**config.mk**
```make
export PLATFORM = sky130hd
export DESIGN_NAME = game_ctrl
export DESIGN_NICKNAME = d
export VERILOG_FILES = /design/src/rtl/game_ctrl.sv
export SDC_FILE = /design/constraint.sdc
export NUM_CORES = 1
export LEC_CHECK = 0
export CAP_MARGIN = 20
export CELL_PAD_IN_SITES_DETAIL_PLACEMENT = 1
export CELL_PAD_IN_SITES_GLOBAL_PLACEMENT = 2
export CORE_MARGIN = 5
export CORE_UTILIZATION = 36
export CTS_BUF_LIST = sky130_fd_sc_hd__clkbuf_4 sky130_fd_sc_hd__clkbuf_8
export DETAILED_ROUTE_END_ITERATION = 16
export PLACE_DENSITY = 0.8
export SLEW_MARGIN = 20
export SYNTH_ARGS = -nofsm -noshare
export SYNTH_HDL_FRONTEND = slang
export SYNTH_SLANG_ARGS = --single-unit
```
**constraint.sdc**
```tcl
create_clock -name clk -period 3.05 [get_ports clk]
set_input_delay 0.305 -clock clk [delete_from_list [all_inputs] [get_ports clk]]
set_output_delay 0.305 -clock clk [all_outputs]
set_load 0.05 [all_outputs]
```
**src/rtl/game_ctrl.sv**
```systemverilog
// Game state controller: sequences MENU -> PLAY -> RESULT -> MENU (with PAUSE) and runs the
// round countdown. State changes are committed only on the frame-start pulse.
module game_ctrl #(
  parameter int unsigned FRAMES_PER_SEC = 60,
  parameter int unsigned ROUND_SECONDS  = 60,
  parameter int unsigned RESULT_FRAMES  = 300
) (
  input  logic       clk,
  input  logic       rst,
  input  logic       new_frame_in,
  input  logic       btn_start_in,
  input  logic       btn_back_in,
  input  logic       menu_busy_in,
  input  logic       menu_finished_in,
  input  logic       player_dead_in,
  output logic [1:0] state_out,
  output logic       round_start_out,
  output logic [6:0] seconds_left_out,
  output logic       win_out
);

  localparam int unsigned CntMax =
      (FRAMES_PER_SEC > RESULT_FRAMES) ? FRAMES_PER_SEC : RESULT_FRAMES;
  localparam int unsigned CntW = (CntMax > 1) ? $clog2(CntMax) : 1;
  localparam logic [CntW-1:0] FpsLast = CntW'(FRAMES_PER_SEC - 1);
  localparam logic [CntW-1:0] ResLast = CntW'(RESULT_FRAMES - 1);
  localparam logic [6:0] RoundSecs = 7'(ROUND_SECONDS);

  typedef enum logic [1:0] {
    StMenu   = 2'b00,
    StPlay   = 2'b01,
    StResult = 2'b10,
    StPause  = 2'b11
  } state_e;

  state_e          state_q, state_d, pend_q, pend_d;
  logic            pend_v_q, pend_v_d;
  logic [CntW-1:0] frame_cnt_q, frame_cnt_d;
  logic [6:0]      seconds_q, seconds_d;
  logic            win_q, win_d;
  logic            round_start_q, round_start_d;

  logic   timeout, res_done, ev_v, ev_win, take_new, commit, eff_win;
  state_e ev_st, eff_st;

  // Within any one state, leaving for RESULT or MENU outranks PAUSE or PLAY.
  function automatic logic rank_hi(input state_e t);
    return (t == StResult) || (t == StMenu);
  endfunction

  assign timeout  = new_frame_in && (state_q == StPlay) && (frame_cnt_q == FpsLast) &&
                    (seconds_q == 7'd1);
  assign res_done = new_frame_in && (state_q == StResult) && (frame_cnt_q == ResLast);

  always_comb begin
    ev_v   = 1'b0;
    ev_st  = state_q;
    ev_win = 1'b0;
    unique case (state_q)
      StMenu: begin
        if (btn_start_in && menu_finished_in && !menu_busy_in) begin
          ev_v  = 1'b1;
          ev_st = StPlay;
        end
      end
      StPlay: begin
        if (player_dead_in) begin
          ev_v  = 1'b1;
          ev_st = StResult;
        end else if (timeout) begin
          ev_v   = 1'b1;
          ev_st  = StResult;
          ev_win = 1'b1;
        end else if (btn_back_in) begin
          ev_v  = 1'b1;
          ev_st = StPause;
        end
      end
      StPause: begin
        if (btn_back_in) begin
          ev_v  = 1'b1;
          ev_st = StMenu;
        end else if (btn_start_in) begin
          ev_v  = 1'b1;
          ev_st = StPlay;
        end
      end
      StResult: begin
        if (btn_start_in || res_done) begin
          ev_v  = 1'b1;
          ev_st = StMenu;
        end
      end
      default: ;
    endcase
  end

  assign take_new = ev_v && (!pend_v_q || (rank_hi(ev_st) && !rank_hi(pend_q)));
  assign commit   = new_frame_in && (pend_v_q || ev_v);
  assign eff_st   = take_new ? ev_st : pend_q;
  // A held RESULT request in PLAY can only come from a death, so it always loses.
  assign eff_win  = take_new ? ev_win : 1'b0;

  always_comb begin
    state_d       = state_q;
    pend_d        = pend_q;
    pend_v_d      = pend_v_q;
    frame_cnt_d   = frame_cnt_q;
    seconds_d     = seconds_q;
    win_d         = win_q;
    round_start_d = 1'b0;

    if (new_frame_in) begin
      if (state_q == StPlay) begin
        if (frame_cnt_q == FpsLast) begin
          frame_cnt_d = '0;
          if (seconds_q != 7'd0) seconds_d = seconds_q - 7'd1;
        end else begin
          frame_cnt_d = frame_cnt_q + 1'b1;
        end
      end else if (state_q == StResult) begin
        frame_cnt_d = frame_cnt_q + 1'b1;
      end
    end

    if (commit) begin
      state_d  = eff_st;
      pend_v_d = 1'b0;
      unique case (eff_st)
        StPlay: begin
          if (state_q == StMenu) begin
            seconds_d     = RoundSecs;
            frame_cnt_d   = '0;
            win_d         = 1'b0;
            round_start_d = 1'b1;
          end
        end
        StResult: begin
          frame_cnt_d = '0;
          win_d       = eff_win;
        end
        StMenu: begin
          frame_cnt_d = '0;
          seconds_d   = 7'd0;
        end
        default: ;
      endcase
    end else if (take_new) begin
      pend_d   = ev_st;
      pend_v_d = 1'b1;
    end
  end

  always_ff @(posedge clk or negedge rst) begin
    if (!rst) begin
      state_q       <= StMenu;
      pend_q        <= StMenu;
      pend_v_q      <= 1'b0;
      frame_cnt_q   <= '0;
      seconds_q     <= 7'd0;
      win_q         <= 1'b0;
      round_start_q <= 1'b0;
    end else begin
      state_q       <= state_d;
      pend_q        <= pend_d;
      pend_v_q      <= pend_v_d;
      frame_cnt_q   <= frame_cnt_d;
      seconds_q     <= seconds_d;
      win_q         <= win_d;
      round_start_q <= round_start_d;
    end
  end

  assign state_out        = state_q;
  assign round_start_out  = round_start_q;
  assign seconds_left_out = seconds_q;
  assign win_out          = win_q;

endmodule

```
==> results.ini <==
[die]
io-pin-count = 19
die_h_um = 76.57
start_util_pct = 36.89
dieArea_mm2 = 0.005863
dieWidth_um = 76.57
rows = 24
core_area_mm2 = 0.004324

[final_layout]
area_delta_synth_final_pct = 18.67
drive_gt1_share_pct = 18.09
fillers = 512
nets = 201
num_antenna_cells = 0

[yosys]
ys_ff_latch = 23
syn_nets = 178
yosysWarnings = 0
synth-edff-count = 0
synth_area_mm2 = 0.001595
synth.area.top_cells = dfrtp_1 (36%), a21oi_1 (4.1%), xor2_1 (3.8%), nand3_1 (3.5%), ha_1 (3.1%)
ys_seq_area_share_pct = 36.08
synth_cell_types = 59
post-synth-top-area-cell = dfrtp_1
avgSynthCellArea_um2 = 9.610
synthDominantCellAreaShare_pct = 36.08
synth_cells = 166
synthFlopType = dfrtp_1
ys_async_sr_fraction_pct = 100.0

[clocking]
cts_hold_buf = 0
cts.sinks = 23
clk_pin_slew_ns = 0.09
clk_latency_ns = 0.27
cts.path.max_buffers = 2
cts_buffers = 3
cts_tree = yes
cts_root_buf = clkbuf_8
postCtsSetupBuffers = 0
htreeDepth = 1
ctsResizeCount = 0

[sta]
whs_ns = 0.3896
maxSlewViolCount = 0
layout_min_cycle_time_ns = 2.420
clock.fmax_mhz = 413.2
hold_viol = 0
period_share_pct = 79.36
setup-tns-final_ns = 0
rsz0062_at_grt = no
worst_slew_pin_slew_ns = 0.6844
finalSetupViolCount = 0
relSlewSlack_pct = 53.96
finClkSkew_ns = 0.005988

[pwr]
p_per_area_mw_per_mm2 = 853.9
p_leak_nw = 0.7587
p_comb_share_pct = 56.6
vdd_drop_max_v = 0.0004203
swShare_pct = 50.01
power_frac_clock_pct = 12.3
seq_power_share_pct = 31.1
p_sw_mw = 0.8083
p_int_mw = 0.8081

[detailed_routing]
wl_per_cell_um = 18.23
drt_iter0_drc = 48
viasPerCell = 5.875
ant_nets = 0
first_pass_iters = 4
drc = 0
vias = 1410
wirelength_um = 4375

[setup_path]
r2r_end = seconds_left_out[2]
crit_type = register to register
cp_data_arrival_time_ns = 2.62
path_max_fanout = 6
crit_path_start_kind = register
regToRegSetupSlack_ns = 0.63
end_kind = register
required_ns = 3.25
rr_startpoint = seconds_left_out[3]
rr_worst_depth = 7

[global_routing]
antenna_found_initial = 0
globalRoute.totalOverflow = 0
grt_pass1_wl_um = 7341
grt_max_degree = 24
grt_pass1_vias = 1504
grt_usage_pct = 15.15

[hold_path]
hold_path.class = primary input to asynchronous set/reset pin

[outcome]
status = completed

[flow_run]
cap_violations = 0

[place]
io_buffer_count = 18
place.gp.congestion = 0.8685
dp_hpwl_um = 3395

[layer usage]
metal | track usage, % | routed length (um) | vias up
met2 | 27.91 | 2328 | 11
met1 | 18.53 | 1934 | 723
met4 | 3.147 | 29 | 0
met5 | 0 | 0 | -
met3 | 2.128 | 82 | 4
li1 | - | - | 672
[placed cells by master, fill, tap and decap left out, types with 2 or more instances in the layout]
master and count:
and3b_1 2, mux2i_1 2, inv_1 8, a21oi_1 13, dfrtp_1 23, nand3b_1 2
or3_1 3, and3_1 2, o31ai_1 5, xor2_1 7, nand2_1 11, o21ai_0 7
clkdlybuf4s50_1 18, o22ai_1 2, a31oi_2 2, nand3_1 11, ha_1 4, buf_4 4
a31oi_1 5, nor2_1 8, xnor2_1 3, a211oi_1 2, nand4_1 3, nor3_1 3
clkbuf_8 3
[critical path, cell delays in order (launching register included)]
cell and delay, ns:
dfrtp_1 0.44, nor4_2 0.40, and3b_1 0.25, nand3_1 0.15, a31oi_2 0.33, nand2_1 0.24, a211o_2 0.40, a21oi_1 0.14
[worst max path at each step]
| stage | from | to | slack, ns |
|---|---|---|---|
| after floorplan | state_out[0] | seconds_left_out[5] | 0.59 |
| after global placement | new_frame_in | seconds_left_out[5] | 0.53 |
| after detailed placement | new_frame_in | frame_cnt_q[5] | 0.44 |
| after CTS | seconds_left_out[3] | frame_cnt_q[5] | 0.62 |
| after global routing | frame_cnt_q[2] | frame_cnt_q[3] | 0.43 |
| final | seconds_left_out[3] | seconds_left_out[2] | 0.63 |
[metrics by stage]
step	setup WS, ns	power, mW	cells	instance area [um^2]	utilization, %
floorplan	0.5888	1.151	166	1595	-
global placement	0.5281	1.393	236	1847	42.71
detailed placement	0.4436	1.426	236	1847	42.71
CTS	0.6151	1.625	240	1893	43.78
global route	0.4280	1.719	240	1893	43.78
finish	0.6296	1.616	240	1893	43.78
[cell usage after synthesis (2+ instances only)]
| master | number |
|---|---|
| a211oi_1 | 2 |
| a21oi_1 | 13 |
| a31oi_1 | 5 |
| a31oi_2 | 2 |
| and3_1 | 2 |
| and3b_1 | 2 |
| clkbuf_1 | 2 |
| dfrtp_1 | 23 |
| ha_1 | 4 |
| inv_1 | 8 |
| mux2i_1 | 2 |
| nand2_1 | 11 |
| nand3_1 | 11 |
| nand3b_1 | 2 |
| nand4_1 | 3 |
| nor2_1 | 8 |
| nor3_1 | 3 |
| o21ai_0 | 7 |
| o22ai_1 | 2 |
| o31ai_1 | 5 |
| or3_1 | 3 |
| xnor2_1 | 3 |
| xor2_1 | 7 |
[cell families (layout without fill, tap and decap cells)]
| family | after synthesis | in the layout | synth area share, % |
|---|---|---|---|
| muxes | 2 | 2 | 1.255 |
| DFF | 23 | 23 | 36.08 |
| buffers and inverters | 12 | 34 | 3.372 |
| and+or+nand+nor | 65 | 65 | 27.77 |
| AOI/OAI and AO/OA | 50 | 50 | 22.90 |
| xor gates and xnor gates | 10 | 10 | 5.491 |
| adders and majority gates | 4 | 4 | 3.137 |
[final cells by class]
class,count,area (um^2),share of cell area (%)
Clock buffer,3,41.29,2.181
Clock inverter,1,5.005,0.2644
Inverter,8,30.03,1.586
Multi-Input combinational cell,131,965.9,51.02
Sequential cell,23,575.6,30.40
Tap cell,52,65.06,3.437
Timing Repair Buffer,22,210.2,11.10
[power groups by stage]
stage	logic, mW	registers, mW	clock network (mW)
3_5_place_dp	0.917	0.509	0
6_report	0.915	0.502	0.200
5_1_grt	0.989	0.518	0.211
2_1_floorplan	0.515	0.635	0
3_3_place_gp	0.892	0.501	0
4_1_cts	0.920	0.502	0.203
[state kept, by name (all words and copies together), names as in the netlist]
name	count
frame_cnt_q	9
win_out	1
pend_q	2
round_start_out	1
seconds_left_out	7
state_out	2
pend_v_q	1
No activity file was read; power rests on OpenSTA's default activity.
